## src/rtl/prime_search_engine_pkg.sv

```systemverilog
// Shared widths, divider timing and FSM state encoding for the prime search engine.
package prime_search_engine_pkg;

  localparam int WIDTH     = 20;
  localparam int CNT_WIDTH = 24;

  function automatic int div_latency(input int w);
    return w + 1;
  endfunction

  // Cycles from div_start to div_valid of the remainder divider.
  localparam int DIV_LATENCY = div_latency(WIDTH);

  typedef enum logic [2:0] {
    ST_IDLE     = 3'd0,
    ST_LOAD     = 3'd1,
    ST_EVEN     = 3'd2,
    ST_DIVSTART = 3'd3,
    ST_DIVWAIT  = 3'd4,
    ST_NEXT     = 3'd5,
    ST_DONE     = 3'd6
  } state_t;

endpackage

```

## src/rtl/prime_search_engine_if.sv

```systemverilog
// Request/result bundle between the controller (master) and the prime search engine (slave).
interface prime_search_engine_if;
  import prime_search_engine_pkg::*;

  logic                 Start;
  logic                 Abort;
  logic [WIDTH-1:0]     Limit;
  logic                 Busy;
  logic                 Done;
  logic                 Found;
  logic [WIDTH-1:0]     LargestPrime;
  logic [CNT_WIDTH-1:0] TestCount;

  modport master (
    output Start, Abort, Limit,
    input  Busy, Done, Found, LargestPrime, TestCount
  );

  modport slave (
    input  Start, Abort, Limit,
    output Busy, Done, Found, LargestPrime, TestCount
  );

endinterface

```

## src/rtl/prime_search_engine_seq_remainder.sv

```systemverilog
// Restoring divider returning only the remainder; one quotient bit per cycle,
// div_valid pulses DIV_LATENCY cycles after an accepted div_start.
module seq_remainder
  import prime_search_engine_pkg::*;
(
  input  logic             clk,
  input  logic             Reset,
  input  logic             div_start,
  input  logic [WIDTH-1:0] Dividend,
  input  logic [WIDTH-1:0] Divisor,
  output logic             div_valid,
  output logic [WIDTH-1:0] Remainder
);

  localparam int CW = $clog2(WIDTH + 1);
  localparam logic [CW-1:0] ITER = CW'(DIV_LATENCY - 1);

  logic             r_busy;
  logic [CW-1:0]    r_cnt;
  logic [WIDTH-1:0] r_dvd;
  logic [WIDTH-1:0] r_dvs;
  logic [WIDTH-1:0] r_rem;
  logic             r_valid;

  logic [WIDTH:0]   w_shift;
  logic             w_ge;
  logic [WIDTH-1:0] w_diff;

  // The difference only matters when it is smaller than the divisor, so WIDTH bits suffice.
  assign w_shift = {r_rem, r_dvd[WIDTH-1]};
  assign w_ge    = (w_shift >= {1'b0, r_dvs});
  assign w_diff  = w_shift[WIDTH-1:0] - r_dvs;

  always_ff @(posedge clk or posedge Reset) begin
    if (Reset) begin
      r_busy  <= 1'b0;
      r_cnt   <= '0;
      r_dvd   <= '0;
      r_dvs   <= '0;
      r_rem   <= '0;
      r_valid <= 1'b0;
    end else begin
      r_valid <= 1'b0;
      if (r_busy) begin
        r_dvd <= {r_dvd[WIDTH-2:0], 1'b0};
        r_rem <= w_ge ? w_diff : w_shift[WIDTH-1:0];
        r_cnt <= r_cnt - CW'(1);
        if (r_cnt == CW'(1)) begin
          r_busy  <= 1'b0;
          r_valid <= 1'b1;
        end
      end else if (div_start) begin
        r_busy <= 1'b1;
        r_cnt  <= ITER;
        r_dvd  <= Dividend;
        r_dvs  <= Divisor;
        r_rem  <= '0;
      end
    end
  end

  assign div_valid = r_valid;
  assign Remainder = r_rem;

endmodule

```

## src/rtl/prime_search_engine.sv

```systemverilog
// Searches downward from Limit-1 for the largest prime using trial division by odd
// divisors d while d*d <= candidate; d*d is tracked incrementally in r_sq.
module prime_search_engine
  import prime_search_engine_pkg::*;
(
  input  logic                  clk,
  input  logic                  Reset,
  prime_search_engine_if.slave  bus
);

  state_t               r_state,  w_state_next;
  logic [WIDTH-1:0]     r_limit,  w_limit_next;
  logic [WIDTH-1:0]     r_cand,   w_cand_next;
  logic [WIDTH-1:0]     r_d,      w_d_next;
  logic [WIDTH+1:0]     r_sq,     w_sq_next;
  logic                 r_busy,   w_busy_next;
  logic                 r_done,   w_done_next;
  logic                 r_found,  w_found_next;
  logic [WIDTH-1:0]     r_prime,  w_prime_next;
  logic [CNT_WIDTH-1:0] r_count,  w_count_next;
  logic                 r_pending, w_pending_next;

  logic                 w_div_start;
  logic                 w_div_valid;
  logic [WIDTH-1:0]     w_rem;
  logic                 w_searching;

  seq_remainder u_div (
    .clk       (clk),
    .Reset     (Reset),
    .div_start (w_div_start),
    .Dividend  (r_cand),
    .Divisor   (r_d),
    .div_valid (w_div_valid),
    .Remainder (w_rem)
  );

  assign w_searching = (r_state != ST_IDLE) && (r_state != ST_DONE);

  always_comb begin
    w_state_next = r_state;
    w_limit_next = r_limit;
    w_cand_next  = r_cand;
    w_d_next     = r_d;
    w_sq_next    = r_sq;
    w_busy_next  = r_busy;
    w_done_next  = r_done;
    w_found_next = r_found;
    w_prime_next = r_prime;
    w_count_next = r_count;
    w_div_start  = 1'b0;

    case (r_state)
      ST_IDLE, ST_DONE: begin
        if (bus.Start) begin
          w_state_next = ST_LOAD;
          w_limit_next = bus.Limit;
          w_busy_next  = 1'b1;
          w_done_next  = 1'b0;
          w_count_next = '0;
        end
      end
      ST_LOAD: begin
        if (r_limit <= WIDTH'(2)) begin
          w_state_next = ST_DONE;
          w_busy_next  = 1'b0;
          w_done_next  = 1'b1;
          w_found_next = 1'b0;
          w_prime_next = '0;
        end else begin
          w_cand_next  = r_limit - WIDTH'(1);
          w_state_next = ST_EVEN;
        end
      end
      ST_EVEN: begin
        if (r_cand == WIDTH'(2)) begin
          w_state_next = ST_DONE;
          w_busy_next  = 1'b0;
          w_done_next  = 1'b1;
          w_found_next = 1'b1;
          w_prime_next = r_cand;
        end else if (!r_cand[0]) begin
          w_state_next = ST_NEXT;
        end else begin
          w_d_next     = WIDTH'(3);
          w_sq_next    = (WIDTH+2)'(9);
          w_state_next = ST_DIVSTART;
        end
      end
      ST_DIVSTART: begin
        if (r_sq > {2'b00, r_cand}) begin
          w_state_next = ST_DONE;
          w_busy_next  = 1'b0;
          w_done_next  = 1'b1;
          w_found_next = 1'b1;
          w_prime_next = r_cand;
        end else if (!r_pending) begin
          // Held off while a division orphaned by an abort is still draining.
          w_div_start  = 1'b1;
          w_state_next = ST_DIVWAIT;
          if (r_count != '1) begin
            w_count_next = r_count + CNT_WIDTH'(1);
          end
        end
      end
      ST_DIVWAIT: begin
        if (w_div_valid) begin
          if (w_rem == '0) begin
            w_state_next = ST_NEXT;
          end else begin
            w_d_next     = r_d + WIDTH'(2);
            w_sq_next    = r_sq + {r_d, 2'b00} + (WIDTH+2)'(4);
            w_state_next = ST_DIVSTART;
          end
        end
      end
      ST_NEXT: begin
        w_cand_next  = r_cand - WIDTH'(1);
        w_state_next = ST_EVEN;
      end
      default: begin
        w_state_next = ST_IDLE;
      end
    endcase

    if (bus.Abort && w_searching) begin
      w_state_next = ST_DONE;
      w_busy_next  = 1'b0;
      w_done_next  = 1'b1;
      w_found_next = 1'b0;
      w_prime_next = '0;
      w_count_next = r_count;
      w_div_start  = 1'b0;
    end

    w_pending_next = r_pending;
    if (w_div_valid) begin
      w_pending_next = 1'b0;
    end
    if (w_div_start) begin
      w_pending_next = 1'b1;
    end
  end

  always_ff @(posedge clk or posedge Reset) begin
    if (Reset) begin
      r_state   <= ST_IDLE;
      r_limit   <= '0;
      r_cand    <= '0;
      r_d       <= '0;
      r_sq      <= '0;
      r_busy    <= 1'b0;
      r_done    <= 1'b0;
      r_found   <= 1'b0;
      r_prime   <= '0;
      r_count   <= '0;
      r_pending <= 1'b0;
    end else begin
      r_state   <= w_state_next;
      r_limit   <= w_limit_next;
      r_cand    <= w_cand_next;
      r_d       <= w_d_next;
      r_sq      <= w_sq_next;
      r_busy    <= w_busy_next;
      r_done    <= w_done_next;
      r_found   <= w_found_next;
      r_prime   <= w_prime_next;
      r_count   <= w_count_next;
      r_pending <= w_pending_next;
    end
  end

  assign bus.Busy         = r_busy;
  assign bus.Done         = r_done;
  assign bus.Found        = r_found;
  assign bus.LargestPrime = r_prime;
  assign bus.TestCount    = r_count;

endmodule

```

## src/flat_wrapper.sv

```systemverilog
// flat-port wrapper written by rule: the top's interface ports become plain ports
module prime_search_engine_flat import prime_search_engine_pkg::*;
  (clk, Reset, bus_Start, bus_Abort, bus_Limit, bus_Busy, bus_Done, bus_Found, bus_LargestPrime, bus_TestCount);
  prime_search_engine_if bus_i ();
  input  logic clk;
  input  logic Reset;
  input wire logic [$bits(bus_i.Start)-1:0] bus_Start;
  input wire logic [$bits(bus_i.Abort)-1:0] bus_Abort;
  input wire logic [$bits(bus_i.Limit)-1:0] bus_Limit;
  output wire logic [$bits(bus_i.Busy)-1:0] bus_Busy;
  output wire logic [$bits(bus_i.Done)-1:0] bus_Done;
  output wire logic [$bits(bus_i.Found)-1:0] bus_Found;
  output wire logic [$bits(bus_i.LargestPrime)-1:0] bus_LargestPrime;
  output wire logic [$bits(bus_i.TestCount)-1:0] bus_TestCount;
  assign bus_i.Start = bus_Start;
  assign bus_i.Abort = bus_Abort;
  assign bus_i.Limit = bus_Limit;
  assign bus_Busy = bus_i.Busy;
  assign bus_Done = bus_i.Done;
  assign bus_Found = bus_i.Found;
  assign bus_LargestPrime = bus_i.LargestPrime;
  assign bus_TestCount = bus_i.TestCount;
  prime_search_engine u_core (.clk(clk), .Reset(Reset), .bus(bus_i));
endmodule
```

## config.mk

```make
export PLATFORM = sky130hd
export DESIGN_NAME = prime_search_engine_flat
export DESIGN_NICKNAME = d
export VERILOG_FILES = /design/src/rtl/prime_search_engine_pkg.sv /design/src/rtl/prime_search_engine_if.sv /design/src/rtl/prime_search_engine_seq_remainder.sv /design/src/rtl/prime_search_engine.sv /design/src/flat_wrapper.sv
export SDC_FILE = /design/constraint.sdc
export NUM_CORES = 1
export LEC_CHECK = 0
export CAP_MARGIN = 20
export CELL_PAD_IN_SITES_DETAIL_PLACEMENT = 0
export CELL_PAD_IN_SITES_GLOBAL_PLACEMENT = 1
export CORE_MARGIN = 8
export CORE_UTILIZATION = 51
export CTS_CLUSTER_DIAMETER = 200
export DETAILED_ROUTE_END_ITERATION = 8
export PLACE_DENSITY = 0.95
export SLEW_MARGIN = 20
export SYNTH_ARGS = -nofsm -noshare
export SYNTH_HDL_FRONTEND = slang
export SYNTH_SLANG_ARGS = --single-unit
```

## constraint.sdc

```tcl
create_clock -name clk -period 12.4 [get_ports clk]
set_input_delay 3.1 -clock clk [delete_from_list [all_inputs] [get_ports clk]]
set_output_delay 3.1 -clock clk [all_outputs]
set_load 0.1 [all_outputs]
```

After elaboration in Yosys (flattened, before gate mapping)
Cells that the tools add are included.
Cells by class
  add/subtract/negate cells: 8
  order comparisons: 3
  eq/ne operators: 25
  mux-type cells: 64
  bitwise operators: 2
  reductions and logical operators: 21
Operator list (number)
  20-bit two-way mux: 14
  24-bit two-way mux: 4
  22-bit two-way mux: 4
  20-bit one-hot mux with 2 select lines: 2
  20-bit one-hot mux with 3 select lines: 1
  24-bit one-hot mux with 2 select lines: 1
  22-bit one-hot mux with 2 select lines: 1
  20-bit by 1-bit subtractor with 20-bit output, second input constant: 2
  3-bit two-way mux: 9
  24-bit by 1-bit adder with 24-bit output, second input constant: 1
  24-bit inequality test, second input constant: 1
  22-bit adder: 1
  22-bit by 3-bit adder with 22-bit output, second input constant: 1
  22-bit by 20-bit > comparator with 1-bit output: 1
  1-bit two-way mux: 22
  21-bit by 20-bit >= comparator with 1-bit output: 1
  20-bit by 2-bit adder with 20-bit output, second input constant: 1
  20-bit by 2-bit == test with 1-bit output, second input constant: 1
  20-bit by 2-bit less-or-equal comparator with 1-bit output, second input constant: 1
  20-bit logical NOT: 1
  20-bit subtractor: 1
  3-bit one-hot mux with 6 select lines: 1
  2-bit inequality test, second input constant: 7
  5-bit two-way mux: 2
  other kinds (25): 42
Storage, ports and cells
  flip-flop bits (word level): 200
  bits of input ports: 24
  output and inout bits: 47
  word-level logic and storage cells: 140

Depth between registers and ports, before layout
Gate-level depths: netlist (run 1).
  depth in word-level cells: 6
  depth in mapped cells: 13
  depth with buffers taken out: 13

Cells and area by module
Synthesis (run 1) repeated with hierarchy kept, for this count alone.
Second synthesis, totals
  cell total of the unflattened synthesis: 1444
  area total of the unflattened synthesis: 12695.9 um2
Modules (own cells, without submodules)
  prime_search_engine: times used 1, cells each 1022, area each 8758.4 um2, sequential area each 3303.2 um2
  seq_remainder: times used 1, cells each 422, area each 3937.5 um2, sequential area each 1676.6 um2

Worst setup path before layout (run 1)
OpenSTA, ideal clock, no wires.
  path kind: input to register
  start: in bus_Abort
  end: reg u_core.r_count[11], in the netlist u_core.bus.TestCount[11]
  setup time: 0.078 ns
  arrival time: 4.613 ns
  data required time: 12.322 ns
  setup slack: 7.709 ns
  stages on the path: 8
  path buffers: 1
  cell sequence: nor2_1 nand3_1 a31o_2 a32oi_4 o21ai_2 buf_6 or4_1 a21oi_1
Between the ends
  cells in the longest elaborated chain, start to end: 3
RTL lines
  start, declared: line flat_wrapper.sv:8  | input wire logic [$bits(bus_i.Abort)-1:0] bus_Abort;
  1-bit logical AND: line prime_search_engine.sv:126  | if (bus.Abort && w_searching) begin
  1-bit NOT (no line)
  6-bit AND reduction (no line)
  end signal, assigned: line prime_search_engine.sv:168  | r_count <= w_count_next;
  end, declared: line prime_search_engine.sv:20  | logic [CNT_WIDTH-1:0] r_count, w_count_next;
Every way passes these cells.
A chain may end at the register's enable or synchronous reset.

Worst setup path after layout (run 1)
  start: in bus_Abort
  end: reg u_core.u_div.r_dvs[4]
Between the ends
  cells in the longest elaborated chain, start to end: 3
RTL lines
  1-bit logical AND: line prime_search_engine.sv:126
  1-bit two-way mux: line prime_search_engine.sv:126
  2-bit AND reduction (no line)
  end signal, assigned: line prime_search_engine_seq_remainder.sv:56  | r_dvs <= Divisor;
  end, declared: line prime_search_engine_seq_remainder.sv:21  | logic [WIDTH-1:0] r_dvs;
Every way passes these cells.

==> results of run 1 <==
==> sequential cells by signal, summed over array words and instances, names as in the netlist <==
register and flops:
u_core.u_div.r_dvs 20, u_core.bus.Busy 1, u_core.u_div.Remainder 20, u_core.r_cand 20, u_core.u_div.r_busy 1, u_core.bus.TestCount 24
u_core.u_div.div_valid 1, u_core.r_limit 20, u_core.u_div.r_cnt 5, u_core.r_state 3, u_core.bus.Found 1, u_core.r_sq 21
u_core.u_div.r_dvd 20, u_core.bus.LargestPrime 20, u_core.r_d 20, u_core.bus.Done 1, u_core.r_pending 1
==> layer usage <==
layer  track usage (%)  vias up  share of wire (%)
met1              30.4     5245                 46
met5                 0        -                  0
li1                  -     4977                  -
met4              6.92        0                1.6
met2              36.2      283                 47
met3              3.76       47                5.4
==> final cells by class <==
cell class | count | area (um2)
clock buffers | 19 | 443
clock inverters | 12 | 159
fillers | 2129 | 10100
inverters | 68 | 263
multi-input cells | 1023 | 6860
flip-flops and latches | 199 | 4980
well taps | 324 | 405
repair buffers | 83 | 806
==> Yosys cell counts, types with 4 or more instances <==
| library cell | number | area share (%) |
|---|---|---|
| sky130_fd_sc_hd__a211oi_1 | 12 | 0.73 |
| sky130_fd_sc_hd__a21o_1 | 18 | 1.1 |
| sky130_fd_sc_hd__a21oi_1 | 69 | 2.8 |
| sky130_fd_sc_hd__a22o_1 | 9 | 0.64 |
| sky130_fd_sc_hd__a311oi_1 | 7 | 0.50 |
| sky130_fd_sc_hd__a31oi_1 | 11 | 0.56 |
| sky130_fd_sc_hd__and2_1 | 7 | 0.35 |
| sky130_fd_sc_hd__and3_1 | 7 | 0.35 |
| sky130_fd_sc_hd__and4_1 | 4 | 0.28 |
| sky130_fd_sc_hd__buf_1 | 6 | 0.18 |
| sky130_fd_sc_hd__buf_2 | 8 | 0.32 |
| sky130_fd_sc_hd__buf_4 | 4 | 0.24 |
| sky130_fd_sc_hd__clkbuf_1 | 45 | 1.4 |
| sky130_fd_sc_hd__dfrtp_1 | 199 | 40 |
| sky130_fd_sc_hd__ha_1 | 81 | 8.2 |
| sky130_fd_sc_hd__inv_1 | 67 | 2.0 |
| sky130_fd_sc_hd__mux2_2 | 25 | 2.3 |
| sky130_fd_sc_hd__mux2i_1 | 41 | 3.3 |
| sky130_fd_sc_hd__nand2_1 | 189 | 5.7 |
| sky130_fd_sc_hd__nand2b_1 | 8 | 0.40 |
| sky130_fd_sc_hd__nand3_1 | 49 | 2.0 |
| sky130_fd_sc_hd__nand3b_1 | 4 | 0.24 |
| sky130_fd_sc_hd__nand4_1 | 19 | 0.96 |
| sky130_fd_sc_hd__nor2_1 | 78 | 2.4 |
| sky130_fd_sc_hd__nor2b_1 | 11 | 0.56 |
| sky130_fd_sc_hd__nor3_1 | 30 | 1.2 |
| sky130_fd_sc_hd__nor3b_1 | 4 | 0.24 |
| sky130_fd_sc_hd__nor4_1 | 17 | 0.86 |
| sky130_fd_sc_hd__o211ai_1 | 16 | 0.97 |
| sky130_fd_sc_hd__o21a_1 | 12 | 0.73 |
| sky130_fd_sc_hd__o21ai_0 | 91 | 3.7 |
| sky130_fd_sc_hd__o21ai_1 | 6 | 0.24 |
| sky130_fd_sc_hd__o21bai_1 | 4 | 0.24 |
| sky130_fd_sc_hd__o22ai_1 | 4 | 0.20 |
| sky130_fd_sc_hd__o2bb2ai_1 | 20 | 1.4 |
| sky130_fd_sc_hd__o31a_1 | 4 | 0.28 |
| sky130_fd_sc_hd__o31ai_1 | 18 | 1.1 |
| sky130_fd_sc_hd__o41ai_1 | 6 | 0.43 |
| sky130_fd_sc_hd__or2_2 | 6 | 0.30 |
| sky130_fd_sc_hd__or3_1 | 24 | 1.2 |
| sky130_fd_sc_hd__or4_1 | 12 | 0.73 |
| sky130_fd_sc_hd__xnor2_1 | 24 | 1.7 |
| sky130_fd_sc_hd__xor2_1 | 27 | 1.9 |
==> worst paths after layout <==
kind                                          to  slack (ns)  cells after the start
min reg2reg                       u_core.r_sq[0]        0.47                      2
max reg2reg                    u_core.r_cand[17]        8.58                      8
min                               u_core.r_sq[0]        0.47                      2
max in group asynchronous         u_core.r_sq[7]        7.69                      3
max                        u_core.u_div.r_dvs[4]        6.81                      9
min in group asynchronous  u_core.u_div.r_cnt[2]        3.24                      2
==> placed cells by master, fill, tap and decap left out, types with 7 or more instances in the layout <==
master / instances
sky130_fd_sc_hd__mux2_2: 25
sky130_fd_sc_hd__nand2_1: 189
sky130_fd_sc_hd__a22o_1: 9
sky130_fd_sc_hd__nand3_1: 49
sky130_fd_sc_hd__buf_4: 12
sky130_fd_sc_hd__nand4_1: 19
sky130_fd_sc_hd__o2bb2ai_1: 20
sky130_fd_sc_hd__a311oi_1: 7
sky130_fd_sc_hd__a211oi_1: 12
sky130_fd_sc_hd__or4_1: 12
sky130_fd_sc_hd__a21oi_1: 69
sky130_fd_sc_hd__nor2b_1: 11
sky130_fd_sc_hd__or3_1: 24
sky130_fd_sc_hd__a31oi_1: 11
sky130_fd_sc_hd__inv_1: 66
sky130_fd_sc_hd__clkdlybuf4s50_1: 70
sky130_fd_sc_hd__nor4_1: 17
sky130_fd_sc_hd__dfrtp_1: 199
sky130_fd_sc_hd__o211ai_1: 16
sky130_fd_sc_hd__o31ai_1: 18
sky130_fd_sc_hd__ha_1: 81
sky130_fd_sc_hd__nor3_1: 30
sky130_fd_sc_hd__nand2b_1: 8
sky130_fd_sc_hd__xnor2_1: 24
sky130_fd_sc_hd__o21a_1: 12
sky130_fd_sc_hd__a21o_1: 18
sky130_fd_sc_hd__mux2i_1: 41
sky130_fd_sc_hd__and2_1: 7
sky130_fd_sc_hd__xor2_1: 27
sky130_fd_sc_hd__and3_1: 7
sky130_fd_sc_hd__nor2_1: 78
sky130_fd_sc_hd__o21ai_0: 91
sky130_fd_sc_hd__clkbuf_16: 17
==> through the flow <==
stage	cells	cell area (um2)	util, %
2_1_floorplan	1354	12400	-
3_3_place_gp	1696	13300	55.3
3_5_place_dp	1697	13300	55.4
4_1_cts	1728	13900	57.9
5_1_grt	1728	13900	57.9
6_report	1728	13900	57.9
==> cells by family after synthesis <==
logic type / synth area share (%)
adder cells (fa/ha/maj): 8.52
XOR/XNOR: 3.61
buffers and inverters: 4.27
multiplexers: 5.60
AO/OA/AOI/OAI: 18.1
AND/OR/NAND/NOR: 19.6
flip-flops: 40.3
==> report_power, final <==
| group | switching [W] | total, W | internal (W) |
|---|---|---|---|
| registers | 0.000254 | 0.00107 | 0.000812 |
| clock network | 0.000276 | 0.000569 | 0.000293 |
| logic | 0.000803 | 0.00133 | 0.000525 |
| total | 0.00133 | 0.00296 | 0.00163 |
==> critical path, cell delays in order <==
cell and delay [ns]:
sky130_fd_sc_hd__clkdlybuf4s50_1 0.61, sky130_fd_sc_hd__nor2_1 0.28, sky130_fd_sc_hd__nand3_1 0.25, sky130_fd_sc_hd__a21oi_1 0.37
sky130_fd_sc_hd__a21oi_4 0.08, sky130_fd_sc_hd__buf_4 0.34, sky130_fd_sc_hd__nor2_1 0.18, sky130_fd_sc_hd__buf_4 0.29
sky130_fd_sc_hd__mux2_2 0.38
==> results.txt, run 1 <==
The flow ran to the end, and the final reports show no timing, DRC or antenna violations. The run gives 0 as the number of slew-limit violations in the final report. TritonCTS built the clock tree. At the end of routability-driven placement, the weighted congestion stood at 0.871. The run gives 40.3% as the share of synthesized area occupied by flip-flops and latches. The die is 172 um wide.

The clock transition time at the flip-flop clock pins of the worst setup and hold paths works out to 0.07 ns. The number of global-route vias before repair was 10,300; the via density per instance was 6.11. Port buffering added 70 buffers. The maximum fanout along the worst path was 46; the overall die height was 172 um. The clock period could shrink to 5.59 ns. Timing analysis after detailed placement gives a worst setup slack of 6.43 ns. The worst hold slack is 0.466 ns, and the share of synthesized registers carrying an async set or reset is 100%.

The number of antenna diodes in the final layout is 0. The worst path uses 45.0% of the clock period. The overall track demand over capacity in global routing was 22.4%; the standard cell core area was 24,000 um2. The power consumption was 0.00296 W.

CTS buffer count: 17. Setup repair after global routing left no endpoint under its margin. The run gives 1,354 as the cell count after synthesis.

At the pin with the least slew margin, the transition time is 1.00 ns. The run gives 0 as the initial antenna violation count. The power density normalized to cell area is 213 nW/um2, and the leakage power is 6.26 nW. IR analysis of the VDD net gives a maximum drop of 110 uV.

In this run the number of H-tree levels came out at 4. The first global-routing pass estimated 53,300 um of wire. For the number of hold violations in the final report, the log shows 0. For the placement row count, the log shows 57. The most used flip-flop cell after synthesis is sky130_fd_sc_hd__dfrtp_1.

In this run the worst setup path begins at bus_Abort. Once the clock tree was built, the resizer swapped 0 gates to a different size. In the routed design, unresolved DRC markers number 0.

Between clock sinks in the finished design, the worst skew comes to 0.0149 ns. Post-CTS timing repair inserted 0 buffers for setup. Clock tree synthesis found a total of 199 sinks. The detailed-placement wirelength estimate was 22,500 um; the mean cell area of the mapped netlist was 9.13 um2. Counting distinct cell types in the post-synthesis netlist gives 82. At the later pin of the worst-skew pair, clock insertion delay measures 0.44 ns. The maximum count of clock buffers along a single path is 2. Number of maximum-capacitance violations: 0. The die covers 29,500 um2.

The tree is rooted in a sky130_fd_sc_hd__clkbuf_16. The net count after synthesis was 1,461; the number of nets in the layout was 1,499. Summed over all layers, the routed wires come to 32,100 um. The fraction of layout cells with a size suffix above 1 is 7.05%, and the count of flip-flops with a built-in enable after synthesis is 0. The final-report setup violation count came out at 0. The number of search-and-repair iterations in the first detailed-routing pass is 5.

The launch point of the worst reg-to-reg path is u_core.r_state[0]. The area growth from synthesis to final layout came out at 12.6%. Counting flops and latches in the post-synthesis netlist gives 199.

Entering global routing, the biggest net connects 129 pins. Yosys printed 0 warnings. The startpoint identified for the worst hold timing path is u_core.r_sq[0]. Critical path class: in -> reg. The min-delay analysis places its worst path in the category reg -> reg.

Once routing completed, OpenROAD measured the worst setup slack at 6.81 ns. The area of the mapped netlist was 12,400 um2; the boundary pin count was 71. The average wire length per cell after detail routing is 18.5 um. The routed layout has 10,600 vias. Buffers inserted to repair hold after CTS numbered 0. The startpoint type of the worst setup path is an input port. After routing, the total negative slack on setup checks comes to 0 ns. The data arrival time at the worst-slack endpoint was 5.90 ns; the timing-limited maximum frequency was 179 MHz. In this run the remaining antenna-violating nets after routing total 0. After the first detailed-routing iteration, the DRC count stood at 907. For the worst setup path, the data required time is 12.72 ns. In this run the tightest slew margin relative to its limit is 32.9%. The worst setup path is captured at a flop.

The final global-route overflow total was 0; the initial core utilization was 51.4%.
Note: power is estimated with default switching activity, not from simulation.
==> run 2: changes to the inputs <==
- CORE_UTILIZATION: 51 -> 43
- PLACE_DENSITY: 0.95 -> 0.88
- clock period: 12.4 -> 5.1 ns (I/O delays scaled with it)
==> run 2 against run 1 <==
Compared with the run above: first-iteration DRC count down 23%; sequential cell count unchanged; clock power up 140%; global-route usage down 3.3 points; sequential power up 140%; clock skew up 0.00053 ns; cell area up 0.67%; clock-buffer cell count down 1; critical path type is now reg -> reg; largest cell class unchanged; largest power group unchanged.
==> results.txt, run 2 (synthesized netlist as in run 1, its figures left out) <==
The clock tree synthesis step divided the H-tree into 4 levels. After detailed routing, the total wire length is 31,900 um. By instance count, the cell type seen most on the critical path is sky130_fd_sc_hd__ha_1. The number of antenna diodes in the final layout is 0. The library cell used most frequently in the layout, excluding fill and tap cells, is sky130_fd_sc_hd__dfrtp_1. Measured against its own limit, the worst slew margin works out to 32.4%.

The critical path is of the reg -> reg type. The run gives 5.43 ns as the required arrival time at the worst endpoint. The critical path's largest stage delay works out to 0.60 ns. Initial detailed-routing violation count: 698. After clock tree synthesis, the clock-pin slew on the worst setup and hold paths is 0.08 ns. For the wire length of the first global-routing pass, the log shows 53,000 um. Once placement finished, the instance area stood at 13,400 um2. Setup violations remaining at the end of the flow were counted as 0. The count of nets left with antenna violations after detail routing was 0. Leaving out fill and tap cells, the most frequent cells in the layout are 199 x sky130_fd_sc_hd__dfrtp_1, 189 x sky130_fd_sc_hd__nand2_1, 91 x sky130_fd_sc_hd__o21ai_0.

The final global-route overflow total was 0; the average wire length per cell after detail routing was 17.8 um. The register with the most flip-flops in the layout has 24 of them. The flow ran to the end, and the final reports show no timing, DRC or antenna violations. The tools report the boundary pin count as 71.

The logs give 0.0154 ns for the post-route clock skew and 25.7% for the met1 routing resource usage after global routing. The routed layout has 10,300 vias. After routing the design area is 14,000 um2.

The run gives 2 as the maximum count of clock buffers along a single path. STA classifies the critical path startpoint as a flop. The run gives 43.4% as the initial core utilization. Setup repair after global routing left no endpoint under its margin. Transition time of the tightest slew-check pin: 1.01 ns.

In this run the core area contains 62 standard-cell rows. For the routability congestion estimate, the log shows 0.855. The number of hold buffers added after CTS was 0. The net count of the finished layout is 1,503. STA classifies the critical path endpoint as a flop. The maximum fanout along the worst path works out to 10. For this run, global-route usage on met3 was measured as 4.84%.

The most congested layer reported by global routing was met2. The tightest hold path in the finished design has a slack of 0.461 ns. The tools report the initial antenna violation count as 0. Counting every sink on the clock net gives 199.

In this run the post-CTS setup repair buffer count came out at 0. Number of port buffers: 70. Of the available clock period, the critical path in the final layout requires 71.1%.

The number of global-route vias before repair came out at 10,300. In the final timing run, aggregate negative setup slack is 0 ns. The standard cell core area is 28,500 um2. The power density normalized to cell area came out at 512 nW/um2. The tools report the number of slew-limit violations in the final report as 0. The time the worst path needs with I/O delays and setup came out at 3.63 ns. The first TritonRoute pass finished after 5 iterations. Entering global routing, the biggest net connects 75 pins.

Across the run, the number of max-cap violations was 0. The min-delay analysis places its worst path in the category reg -> reg. The power consumption is 0.00718 W.

The tools report the number of hold violations in the final report as 0. The tools report the CTS buffer count as 17. The tools report the overall track demand over capacity in global routing as 19.1%. TritonCTS built the clock tree.

Measured on the finished design, the core utilization comes to 49.2%. The global-route track usage on met2 was 30.2%. Detailed placement finished with a half-perimeter wire length of 22,700 um. Derived from the worst setup path, the maximum achievable clock frequency is 276 MHz. VDD sags by at most 309 uV.

The signal on the critical path passes through ha_1, ha_1, fa_1, a211oi_1, nor2_1, o31ai_1, o21ai_1, o211ai_1, a21oi_1, and4b_1, a311o_1. The clock latency of the later-clocked register in the worst-skew pair was 0.45 ns. The slowest stage of the critical path is the sky130_fd_sc_hd__dfrtp_1 cell. Post-CTS repair changed the size of 0 cells.

The cell sitting at the root of the clock tree is a sky130_fd_sc_hd__clkbuf_16. From left edge to right edge, the die measures 186 um. For this design the static power due to leakage is 6.28 nW. The floorplan step defined a die boundary enclosing 34,400 um2. The run gives 3.96 ns as the data arrival time at the worst-slack endpoint. After detailed routing, the number of vias per cell comes to 5.77.

The die is 186 um tall. The total DRC errors in the routed layout came out at 0. Cells with a size suffix above 1 make up 7.45% of the layout. Compared with the post-synthesis result, the final layout area differs by 13.3%.
==> run 2: cell type report <==
type | instances | area, um2
flip-flops and latches | 199 | 4980
multi-input cells | 1023 | 6860
well taps | 384 | 480
clock inverters | 14 | 150
clock buffers | 18 | 439
inverters | 68 | 259
repair buffers | 87 | 841
fillers | 2646 | 14500
==> run 2: worst max-delay path: cells and delay by family (launching register included) <==
kind	cells	cell delay, ns
adder cells (fa/ha/maj)	3	0.98
flip-flops	1	0.60
AND/OR/NAND/NOR	2	0.34
AO/OA/AOI/OAI	6	1.58
==> run 2: stage by stage <==
step | setup WS (ns) | cells
global placement | 1.23 | 1761
floorplan | 1.25 | 1354
detailed placement | 1.13 | 1761
global route | 1.17 | 1793
CTS | 1.47 | 1793
finish | 1.47 | 1793
==> run 2: metal layers <==
metal / routed length, um / vias to the layer above
met1: 14700 / 5028
met3: 2190 / 35
met4: 523 / 0
met5: 0 / -
met2: 14400 / 281
li1: - / 4996
==> run 2: final timing paths <==
kind / startpoint / depth (start not counted) / slack [ns] / to
hold / removal: u_core.u_div.r_cnt[4] / 1 / 0.46 / u_core.u_div.div_valid
max in group asynchronous: Reset / 3 / 2.85 / u_core.bus.TestCount[4]
setup reg to reg: u_core.r_d[1] / 11 / 1.47 / u_core.r_sq[21]
min in group asynchronous: Reset / 2 / 1.17 / u_core.u_div.Remainder[15]
hold reg to reg: u_core.u_div.r_cnt[4] / 1 / 0.46 / u_core.u_div.div_valid
setup / recovery: u_core.r_d[1] / 11 / 1.47 / u_core.r_sq[21]
==> run 2: where the power goes <==
group | internal (W) | switching [W] | leakage, nW | total, W
combinational | 0.00127 | 0.00192 | 3.39 | 0.00319
sequential | 0.00197 | 0.000637 | 2.60 | 0.00261
clock | 0.000673 | 0.000701 | 0.291 | 0.00137
total | 0.00392 | 0.00326 | 6.28 | 0.00718
